**config.mk**
```make
export PLATFORM = sky130hd
export DESIGN_NAME = muldiv_unit
export DESIGN_NICKNAME = d
export VERILOG_FILES = /design/src/rtl/muldiv_pkg.sv /design/src/rtl/muldiv_unit.sv
export SDC_FILE = /design/constraint.sdc
export NUM_CORES = 1
export LEC_CHECK = 0
export ABC_CLOCK_PERIOD_IN_PS = 14400
export CAP_MARGIN = 20
export CORE_MARGIN = 2
export CORE_UTILIZATION = 42
export CTS_CLUSTER_SIZE = 25
export DETAILED_ROUTE_END_ITERATION = 6
export GPL_TIMING_DRIVEN = 0
export MAX_ROUTING_LAYER = met4
export SETUP_SLACK_MARGIN = 0.2
export SLEW_MARGIN = 10
export SYNTH_ARGS = -nofsm -noshare
export SYNTH_HDL_FRONTEND = slang
export SYNTH_SLANG_ARGS = --single-unit
```
**constraint.sdc**
```tcl
create_clock -name clk -period 14.4 [get_ports clk]
set_input_delay 2.16 -clock clk [delete_from_list [all_inputs] [get_ports clk]]
set_output_delay 2.16 -clock clk [all_outputs]
set_load 0.02 [all_outputs]
```
**src/rtl/muldiv_pkg.sv**
```systemverilog
// Shared definitions for the iterative RV32M multiply/divide unit:
// funct3 encodings, FSM states and the two's-complement sign-fix helper.
package muldiv_pkg;

   localparam logic [2:0] OP_MUL    = 3'd0;
   localparam logic [2:0] OP_MULH   = 3'd1;
   localparam logic [2:0] OP_MULHSU = 3'd2;
   localparam logic [2:0] OP_MULHU  = 3'd3;
   localparam logic [2:0] OP_DIV    = 3'd4;
   localparam logic [2:0] OP_DIVU   = 3'd5;
   localparam logic [2:0] OP_REM    = 3'd6;
   localparam logic [2:0] OP_REMU   = 3'd7;

   typedef enum logic [1:0] {
      ST_IDLE = 2'd0,
      ST_CALC = 2'd1,
      ST_DONE = 2'd2
   } state_t;

   function automatic logic [63:0] neg_if(input logic [63:0] x, input logic s);
      return s ? (~x + 64'd1) : x;
   endfunction

endpackage

```
**src/rtl/muldiv_unit.sv**
```systemverilog
// Iterative RV32M multiply/divide: 32-step shift-add multiply or restoring
// divide on unsigned magnitudes, sign fixed on the final step, one write-back beat.
//
// state   | meaning
// --------+-----------------------------------------------------------
// ST_IDLE | waiting for start; accepts operands and latches rd
// ST_CALC | one multiply/divide iteration per cycle, cnt 31 down to 0
// ST_DONE | wb_we high for one cycle, then back to ST_IDLE
module muldiv_unit
   import muldiv_pkg::*;
#(
   parameter int XLEN = 32,
   parameter int AW   = 5
) (
   input  logic            clk,
   input  logic            rst_n,
   input  logic            start,
   input  logic [2:0]      funct3,
   input  logic [XLEN-1:0] op_a,
   input  logic [XLEN-1:0] op_b,
   input  logic [AW-1:0]   rd_in,
   output logic            busy,
   output logic            wb_we,
   output logic [AW-1:0]   wb_addr,
   output logic [XLEN-1:0] result
);

   state_t            state;
   logic [2:0]        op_q;
   logic [AW-1:0]     rd_q;
   logic              neg_q;
   logic [XLEN-1:0]   opr;
   logic [2*XLEN-1:0] acc;
   logic [4:0]        cnt;

   logic              is_div;
   logic [XLEN:0]     add_a, add_b, sum;
   logic [2*XLEN-1:0] acc_nx, fixed;
   logic [XLEN-1:0]   calc_res;

   logic              a_signed, b_signed, sa, sb;
   logic [XLEN-1:0]   ma, mb;
   logic              div_zero, div_ovf;
   logic [XLEN-1:0]   spec_res;

   assign busy = (state != ST_IDLE);

   // One shared 33-bit adder: add the multiplicand, or subtract the divisor.
   always_comb begin
      is_div = op_q[2];
      add_a  = is_div ? acc[2*XLEN-1:XLEN-1] : {1'b0, acc[2*XLEN-1:XLEN]};
      add_b  = is_div ? ~{1'b0, opr} : (acc[0] ? {1'b0, opr} : '0);
      sum    = add_a + add_b + {{XLEN{1'b0}}, is_div};
      if (is_div)
         acc_nx = sum[XLEN] ? {acc[2*XLEN-2:0], 1'b0}
                            : {sum[XLEN-1:0], acc[XLEN-2:0], 1'b1};
      else
         acc_nx = {sum, acc[XLEN-1:1]};
      if (is_div)
         fixed = neg_if({32'b0, op_q[1] ? acc_nx[2*XLEN-1:XLEN] : acc_nx[XLEN-1:0]}, neg_q);
      else
         fixed = neg_if(acc_nx, neg_q);
      calc_res = (!is_div && op_q != OP_MUL) ? fixed[2*XLEN-1:XLEN] : fixed[XLEN-1:0];
   end

   always_comb begin
      a_signed = funct3[2] ? !funct3[0] : (funct3 != OP_MULHU);
      b_signed = funct3[2] ? !funct3[0] : !funct3[1];
      sa       = a_signed && op_a[XLEN-1];
      sb       = b_signed && op_b[XLEN-1];
      ma       = sa ? (~op_a + 1'b1) : op_a;
      mb       = sb ? (~op_b + 1'b1) : op_b;
      div_zero = funct3[2] && (op_b == '0);
      div_ovf  = funct3[2] && !funct3[0] && (op_a == {1'b1, {(XLEN-1){1'b0}}}) && (op_b == '1);
      if (div_zero)
         spec_res = funct3[1] ? op_a : '1;
      else
         spec_res = funct3[1] ? '0 : {1'b1, {(XLEN-1){1'b0}}};
   end

   always_ff @(posedge clk or negedge rst_n) begin
      if (!rst_n) begin
         state   <= ST_IDLE;
         op_q    <= '0;
         rd_q    <= '0;
         neg_q   <= 1'b0;
         opr     <= '0;
         acc     <= '0;
         cnt     <= '0;
         wb_we   <= 1'b0;
         wb_addr <= '0;
         result  <= '0;
      end else begin
         case (state)
            ST_IDLE: begin
               wb_we <= 1'b0;
               if (start) begin
                  op_q  <= funct3;
                  rd_q  <= rd_in;
                  neg_q <= (funct3[2] && funct3[1]) ? sa : (sa ^ sb);
                  opr   <= funct3[2] ? mb : ma;
                  acc   <= {{XLEN{1'b0}}, funct3[2] ? ma : mb};
                  cnt   <= 5'd31;
                  if (div_zero || div_ovf) begin
                     result  <= spec_res;
                     wb_addr <= rd_in;
                     wb_we   <= 1'b1;
                     state   <= ST_DONE;
                  end else begin
                     state <= ST_CALC;
                  end
               end
            end
            ST_CALC: begin
               acc <= acc_nx;
               if (cnt == 5'd0) begin
                  result  <= calc_res;
                  wb_addr <= rd_q;
                  wb_we   <= 1'b1;
                  state   <= ST_DONE;
               end else begin
                  cnt <= cnt - 5'd1;
               end
            end
            ST_DONE: begin
               wb_we <= 1'b0;
               state <= ST_IDLE;
            end
            default: begin
               wb_we <= 1'b0;
               state <= ST_IDLE;
            end
         endcase
      end
   end

endmodule

```
* After elaboration in Yosys (flattened, before gate mapping)
Index checks and enable logic that the tools add are counted.
** Operators by class
- Add/subtract/negate cells :: 7
- Muxes and demuxes :: 41
- Bitwise logic cells :: 6
- Reduce and logical (&&, ||, !) cells :: 23
- Equality and inequality tests :: 8
** Operators by type and width (count)
- $mux 32 :: 13
- $mux 64 :: 6
- $add 64x1->64 const B :: 2
- $pmux 64 s2 :: 1
- $mux 33 :: 2
- $add 32x1->32 const B :: 2
- $eq 32x32->1 const B :: 2
- $not 32->32 :: 2
- $not 32->64 :: 1
- $not 64->64 :: 1
- $pmux 32 s2 :: 1
- $add 33x1->33 :: 1
- $add 33x33->33 :: 1
- $not 32->33 :: 1
- $logic_not 32->1 :: 1
- $mux 5 :: 5
- $pmux 5 s2 :: 2
- $logic_and 1x1->1 :: 8
- $ne 2x2->1 const B :: 4
- $mux 1 :: 6
- $mux 2 :: 3
- $reduce_and 2->1 :: 3
- $logic_not 5->1 :: 1
- $sub 5x1->5 const B :: 1
- other kinds (12) :: 15
** Storage, ports and cells
- Logic and storage cells :: 95
- Input port bits :: 75
- Register bits after elaboration :: 150

* Depth between registers and ports, before layout
Gate-level depths: netlist of the first run.
- Depth after elaboration :: 14
- Mapped depth :: 41
- Gate-level depth less buffers :: 26

* Worst setup path before layout of the first run
Ideal clock, no wire load.
- Kind :: register to register
- Start :: register op_q[2]
- End :: register result[30]
- Arrival time :: 8.559 ns
- Setup slack :: 5.741 ns
- Library setup time :: 0.101 ns
- Stages on the path, launching flop included :: 40
- Path through :: dfrtp_1 buf_2 buf_6 buf_2 buf_2 buf_1 buf_2 buf_2 buf_1 buf_2 buf_2 buf_1 clkbuf_1 mux2i_1 fa_1 inv_1 fa_1 a211oi_2 (+4 left out) and2_4 buf_6 buf_2 nand2_1 o21ai_0 ha_1 nand2_1 or3_1 clkbuf_1 or2_1 clkbuf_1 or2_1 nor3_2 nand3_1 or4_1 nor2_1 nor3_1 o32ai_1
** On the way
- Cells in the longest elaborated chain, start to end :: 13
** RTL lines
- start, declared :: RTL line muldiv_unit.sv:29 : logic [2:0] op_q;
- start signal, assigned :: RTL line muldiv_unit.sv:98 : op_q <= funct3;
- $mux 33 (on tied branches) :: RTL line muldiv_unit.sv:51, muldiv_unit.sv:52
- $add 33x33->33 :: RTL line muldiv_unit.sv:53 : sum = add_a + add_b + {{XLEN{1'b0}}, is_div};
- $add 33x1->33 :: RTL line muldiv_unit.sv:53
- $mux 64 :: RTL line muldiv_unit.sv:55 : acc_nx = sum[XLEN] ? {acc[2*XLEN-2:0], 1'b0}
- $mux 64 :: RTL line muldiv_unit.sv:54 : if (is_div)
- $mux 32 :: RTL line muldiv_unit.sv:60 : fixed = neg_if({32'b0, op_q[1] ? acc_nx[2*XLEN-1:XLEN] : acc_nx[XLEN-1:0]}, neg_q);
- $not 32->64 :: RTL line muldiv_pkg.sv:21 : return s ? (~x + 64'd1) : x;
- $add 64x1->64 :: RTL line muldiv_pkg.sv:21
- $mux 64 :: RTL line muldiv_pkg.sv:21
- $mux 64 :: RTL line muldiv_unit.sv:59 : if (is_div)
- $mux 32 * :: RTL line muldiv_unit.sv:63 : calc_res = (!is_div && op_q != OP_MUL) ? fixed[2*XLEN-1:XLEN] : fixed[XLEN-1:0];
- $mux 32 * :: RTL line muldiv_unit.sv:116 : if (cnt == 5'd0) begin
- $pmux 32 s2 * :: RTL line muldiv_unit.sv:94 : case (state)
- end signal, assigned :: RTL line muldiv_unit.sv:105 : result <= spec_res;
- end signal, assigned :: RTL line muldiv_unit.sv:117 : result <= calc_res;
- end, declared :: RTL line muldiv_unit.sv:25 : output logic [XLEN-1:0] result
Every way passes the cells marked *; elsewhere a longest branch is shown, timed or not. The select of a mux whose other input is x is not followed.
A chain may end at the register's enable or synchronous reset.

* Worst setup path after layout of the first run
Ends and elaborated chain as after synthesis.

==> impl_metrics.csv, run 1 <==
group,metric,value,unit
clock_tree,insertion_delay,0.51,ns
clock_tree,cts_setup_buffers,0,
detailed_routing,drc,0,
floorplan,ios,114,
worst_setup_path,endpoint,"result[30]",
layout,layout.cells.most_common,"nand2_1",
floorplan,chipWidth,201,um
yosys,avgSynthCellArea,7.24,um^2
yosys,ys_ff_latch,150,
floorplan,dieArea,0.0404,mm^2
detailed_routing,wl_per_cell,30.6,um
worst_setup_path,worstRegToRegCells,40,
timing,rsz0062_at_grt,"false",
timing,finalCritPeriodShare,0.899,
worst_setup_path,crit_path_end_kind,"flop",
layout,drive_gt1_frac,0.0688,
global_routing,grt_pass1_vias,18500,
global_routing,grt.total_usage,0.451,
global_routing,met3_usage,0.132,
worst_setup_path,worst-r2r-setup-slack,1.46,ns
yosys,synth.distinct_cells,104,
yosys,synth_nets,2366,
global_routing,grt-ovfl-total,0,
run_status,status,"complete, no violations",
yosys,yosysWarnings,0,
global_routing,use_met2,0.666,
clock_tree,clockBufferDepth,2,
timing,setup-tns-final,0,ns
timing,finalSetupViolCount,0,
yosys,syn_inst,2249,
clock_tree,cts_tree,"built",
worst_setup_path,crit_top_cell,"buf_2",
yosys,synth_mux_area_frac,0.0628,
yosys,ys_seq_area_frac,0.230,
detailed_routing,avgViaCountPerCell,6.69,
clock_tree,clock-root-buffer,"clkbuf_16",
floorplan,die_h,201,um
clock_tree,numCtsBuffers,17,
worst_setup_path,path_buf_inv,18,
global_routing,grt_pass1_wl,128000,um
yosys,yosys.area_share.simple,0.235,
flow_run,cap_viol_max_count,0,
yosys,synth_edf_count,0,
worst_setup_path,crit_path_start_kind,"flop",
yosys,syn_area,0.0163,mm^2
placement,placed_cells,2882,
floorplan,core.rowCount,72,
worst_setup_path,cp_num_cells,40,
placement,place_congestion,1.08,
layout,layout.nets,2504,
detailed_routing,vias,19500,
timing,hold_viol,0,
yosys,synth-xor-area-share,0.0850,
clock_tree,cts.sink_count,150,
global_routing,grt_max_degree,78,
floorplan,initial_utilization,0.423,
yosys,synth_fa_ha_area_frac,0.0332,
worst_setup_path,cpMaxStageDelayCell,"clkbuf_1",
detailed_routing,ant_nets,0,
global_routing,use_met1,0.541,
global_routing,busiest_layer,"met2",
timing,skew,0.0141,ns
detailed_routing,firstDrtPassIters,6,
global_routing,antenna_found_initial,4,
yosys,synthArstFlopShare,1.00,
timing,fmax,77.3,MHz
clock_tree,cts_resized,0,
placement,port_buffers,113,
floorplan,core_area,0.0385,mm^2
layout,syn_to_final_growth,15.2,%
clock_tree,hold_buffers,0,
worst_setup_path,reg2reg_to,"result[30]",
yosys,synth_compound_area_frac,0.300,
timing,tightest_slew,1.16,ns
yosys,synth_top_family_by_area,"compound AO/OA/AOI/OAI gates",
worst_setup_path,r2r-start,"op_q[2]",
detailed_routing,first_iter_violations,2317,
worst_setup_path,critical-path-max-stage-delay,0.65,ns
worst_setup_path,crit_start,"op_q[2]",
worst_setup_path,crit_path_max_fanout,10,
timing,min_period,12.94,ns
clock_tree,path_clk_slew,0.08,ns
worst_setup_path,critPathKind,"reg2reg",
clock_tree,htree_levels,4,
yosys,synth-main-ff-cell,"dfrtp_1",
min_path,min_path_type,"reg2reg",
worst_setup_path,cp_top_family,"buffers and inverters",
worst_setup_path,cp.arrival,13.33,ns
worst_setup_path,required,14.79,ns
timing,drv_slew,0,
timing,max-slew-margin-rel,0.227,
layout,instances_no_fill,2922,
layout,layout_common_cells,"295 x nand2_1, 251 x o21ai_0, 200 x nor2_1",
placement,hpwl,71700,um
detailed_routing,drt_wl_total,89400,um
-- how the worst min path moves through the flow --
stage	slack (ns)	depth (start not counted)	end	start
global route	0.51	2	rd_q[4]	rd_q[4]
detailed placement	0.46	2	rd_q[0]	rd_q[0]
CTS	0.48	2	rd_q[0]	rd_q[0]
floorplan	0.45	2	rd_q[0]	rd_q[0]
global placement	0.46	2	rd_q[3]	rd_q[3]
finish	0.49	2	rd_q[2]	rd_q[2]
-- cell usage after synthesis, types with 8 or more instances --
cell type / instances / area (um^2)
nor2b_1: 21 / 131
or3_1: 19 / 119
o21ai_1: 9 / 45.0
and2_1: 11 / 68.8
xnor2_1: 96 / 841
o22ai_1: 9 / 56.3
nor4_1: 16 / 100
or4_1: 16 / 120
o41ai_1: 14 / 123
o21ai_0: 251 / 1260
nand3_1: 74 / 370
a211oi_1: 15 / 113
xor2_1: 62 / 543
nand4_1: 24 / 150
o21bai_1: 8 / 60.1
buf_2: 24 / 120
ha_1: 40 / 500
a221oi_1: 12 / 105
mux2i_1: 50 / 500
buf_1: 22 / 82.6
o31ai_1: 35 / 263
inv_1: 49 / 184
o221ai_1: 17 / 149
mux2_2: 42 / 473
nand2_1: 295 / 1110
a21o_1: 18 / 135
and3_1: 10 / 62.6
a31oi_1: 24 / 150
o211ai_1: 28 / 210
a21oi_1: 194 / 971
nor3_1: 82 / 410
dfrtp_1: 150 / 3750
a211o_1: 10 / 87.6
clkbuf_1: 117 / 439
nor2_1: 200 / 751
a22oi_1: 19 / 143
o21a_1: 13 / 97.6
-- per-layer routing --
layer / vias up / share of wire
li1: 8516 / -
met1: 9454 / 0.38
met2: 1262 / 0.44
met3: 308 / 0.11
met4: 0 / 0.070
met5: - / 0
-- area by class of cell --
| class | count | area [um^2] |
|---|---|---|
| Sequential cell | 150 | 3750 |
| Tap cell | 518 | 648 |
| Inverter | 53 | 199 |
| Clock inverter | 15 | 179 |
| Clock buffer | 17 | 425 |
| Antenna cell | 4 | 10.0 |
| Buffer | 167 | 687 |
| Multi-Input combinational cell | 1879 | 11600 |
| Timing Repair Buffer | 119 | 1210 |
| Fill cell | 4038 | 19700 |
-- worst register-to-register path: cells and delay by family, from the launching register on --
kind / cells / cell delay, ns
flops: 1 / 0.32
buf+inv: 18 / 5.96
compound gates: 7 / 2.12
mux: 1 / 0.37
fa+ha+maj: 3 / 1.12
simple gates: 11 / 2.97
-- sequential cells by signal (all words and copies together) (netlist names) --
name	cells
acc	64
opr	32
result	32
cnt	5
rd_q	5
wb_addr	5
op_q	3
state	2
neg_q	1
wb_we	1
-- stage by stage --
step / hold slack (ns) / worst slack [ns] / area, um^2 / util
6_report: 0.486 / 1.46 / 18800 / 0.488
5_1_grt: 0.509 / 1.23 / 18800 / 0.488
4_1_cts: 0.481 / 1.55 / 18700 / 0.486
3_5_place_dp: 0.462 / 1.56 / 18100 / 0.471
3_3_place_gp: 0.458 / 1.62 / 18100 / 0.470
2_1_floorplan: 0.446 / 5.74 / 16300 / -
-- kinds of logic (layout without fill, tap and decap cells) --
logic type	count (synthesis)	after routing
and+or+nand+nor	820	820
AOI/OAI and AO/OA	764	764
buffers and inverters	220	371
xor gates and xnor gates	158	158
DFF	150	150
muxes	95	95
adders and majority gates	42	42
other	0	4
Power of run 1 is left out: the tool's default activity adds up to more than one toggle a clock period on the data nets, which glitch-free logic cannot reach.
==> run 2: changes to the inputs <==
--- a/config.mk
+++ b/config.mk
@@ -11,7 +11,7 @@
 export CORE_UTILIZATION = 42
 export CTS_CLUSTER_SIZE = 25
 export DETAILED_ROUTE_END_ITERATION = 6
-export GPL_TIMING_DRIVEN = 0
+export GPL_TIMING_DRIVEN = 1
 export MAX_ROUTING_LAYER = met4
 export SETUP_SLACK_MARGIN = 0.2
 export SLEW_MARGIN = 10
==> run 2 against run 1 <==
  * Die area unchanged
  * Cell count decreased by 5.1%
  * Sequential cell count stayed put
  * Core utilization shrank 1.3 points
  * Critical path depth shrank 17
  * Global-route usage fell by 9.8 points
  * Non-clock buffer count decreased by 145
  * Routed wire length down 20%
  * Sequential share of layout area increased by 0.60 points
  * Critical endpoint unchanged
  * Largest cell class unchanged
==> impl_metrics.csv, run 2 (synthesis results as in run 1) <==
group,metric,value,unit
layout,layout_common_cells,"294 x nand2_1, 251 x o21ai_0, 198 x nor2_1",
timing,hold_viol,0,
worst_setup_path,crit_path_max_fanout,77,
layout,syn_to_final_growth,12.0,%
detailed_routing,avgViaCountPerCell,6.46,
layout,layout.nets,2359,
timing,min_period,8.27,ns
flow_run,cap_viol_max_count,0,
worst_setup_path,path_cells,"buf_4 -> buf_4 -> mux2_2 -> ha_1 -> nand2_1 -> o21ai_1 -> nand2_1 -> a21boi_2 -> or4_1 -> and2_4 -> nand2_1 -> o21ai_0 -> ha_1 -> nand2_1 -> or3_1 -> or2_1 -> or2_1 -> nor3_2 -> nand3_1 -> or4_1 -> nor2_1 -> nor3_1 -> o32ai_1",
clock_tree,clockBufferDepth,2,
layout,layout.cells.most_common,"nand2_1",
global_routing,grt-ovfl-total,0,
detailed_routing,firstDrtPassIters,7,
layout,largest_registers,"acc x64, opr x32, result x32",
layout,drive_gt1_frac,0.0754,
global_routing,antenna_found_initial,1,
timing,drv_slew,0,
floorplan,core.rowCount,72,
detailed_routing,drc,0,
floorplan,ios,114,
run_status,status,"complete, no violations",
global_routing,grt_pass1_wl,105000,um
clock_tree,cts_setup_buffers,0,
detailed_routing,first_iter_violations,2158,
floorplan,initial_utilization,0.423,
clock_tree,cts_resized,0,
worst_setup_path,worst-r2r-setup-slack,6.13,ns
detailed_routing,vias,17900,
placement,place_congestion,1.01,
floorplan,core_area,0.0385,mm^2
layout,largest_reg_flops,64,
worst_setup_path,critical-path-max-stage-delay,0.78,ns
detailed_routing,wl_per_cell,25.6,um
timing,finalCritPeriodShare,0.574,
worst_setup_path,crit_path_end_kind,"flop",
clock_tree,path_clk_slew,0.08,ns
timing,setup-tns-final,0,ns
floorplan,chipWidth,201,um
clock_tree,clock-root-buffer,"clkbuf_16",
timing,skew,0.0204,ns
placement,placed_cell_area,0.0176,mm^2
worst_setup_path,crit_top_cell,"nand2_1",
detailed_routing,drt_wl_total,71100,um
worst_setup_path,cp.arrival,8.63,ns
clock_tree,cts_tree,"built",
clock_tree,numCtsBuffers,17,
worst_setup_path,crit_path_start_kind,"flop",
global_routing,grt_max_degree,103,
layout,n_antenna_cell,0,
timing,holdWs,0.471,ns
timing,fmax,121,MHz
worst_setup_path,cpMaxStageDelayCell,"buf_4",
clock_tree,insertion_delay,0.47,ns
detailed_routing,ant_nets,0,
timing,max-slew-margin-rel,0.242,
worst_setup_path,required,14.76,ns
clock_tree,htree_levels,4,
layout,utilization,0.474,
layout,regMostFlops,"acc",
global_routing,grt.total_usage,0.353,
layout,fin_area,0.0182,mm^2
layout,n_fill_cell,3949,
min_path,min_path_type,"reg2reg",
placement,port_buffers,113,
floorplan,die_h,201,um
timing,finalSetupViolCount,0,
clock_tree,cts.sink_count,150,
clock_tree,hold_buffers,0,
global_routing,grt_pass1_vias,16500,
floorplan,dieArea,0.0404,mm^2
worst_setup_path,critPathKind,"reg2reg",
timing,tightest_slew,1.12,ns
placement,hpwl,54300,um
timing,rsz0062_at_grt,"false",
## run 2: cell types whose count changed in the layout (fill, tap and decap cells not counted), sizes merged
cell           previous run  this run
buf                      55        30
diode                     4         0
clkinvlp                  0         1
clkinv                    6         5
inv                      62        59
bufinv                    0         2
clkbuf                  136        18
clkdlybuf4s50           112       111
## run 2: layer usage
layer | track usage | routed length, um | part of all wire
met1 | 0.465 | 29800 | 0.42
met2 | 0.527 | 31200 | 0.44
met3 | 0.0534 | 6190 | 0.087
met4 | 0.176 | 3870 | 0.054
met5 | - | 0 | 0
## run 2: path summary, 6_finish.rpt
kind | startpoint | to | cells after the start
worst min register to register | result[2] | result[2] | 2
min in group asynchronous | rst_n | acc[55] | 1
max in group asynchronous | rst_n | op_q[2] | 2
worst min-delay path | result[2] | result[2] | 2
worst max register to register | op_q[2] | result[30] | 23
worst max-delay path | op_q[2] | result[30] | 23
## run 2: final cells by class
type                    instances  area [um^2]  area share
clock buffers                  18          439      0.0241
multi-input cells            1879        11700       0.641
flip-flops and latches        150         3760       0.206
well taps                     518          648      0.0355
clock inverters                14          164     0.00898
repair buffers                141         1340      0.0736
inverters                      53          199      0.0109
## run 2: critical path: cells and delay by family (launching register included)
family	cells	cell delay, ns
adders and majority gates	2	0.59
buffers and inverters	2	1.52
AOI/OAI and AO/OA	4	1.21
DFF	1	0.54
muxes	1	0.41
and+or+nand+nor	14	3.80
## run 2: stage by stage
stage               instances  setup WS [ns]
detailed placement       2740           6.37
finish                   2773           6.13
CTS                      2772           6.36
global route             2773           5.66
floorplan                2249           5.74
global placement         2739           6.58
Power of run 2 is left out for the same reason.
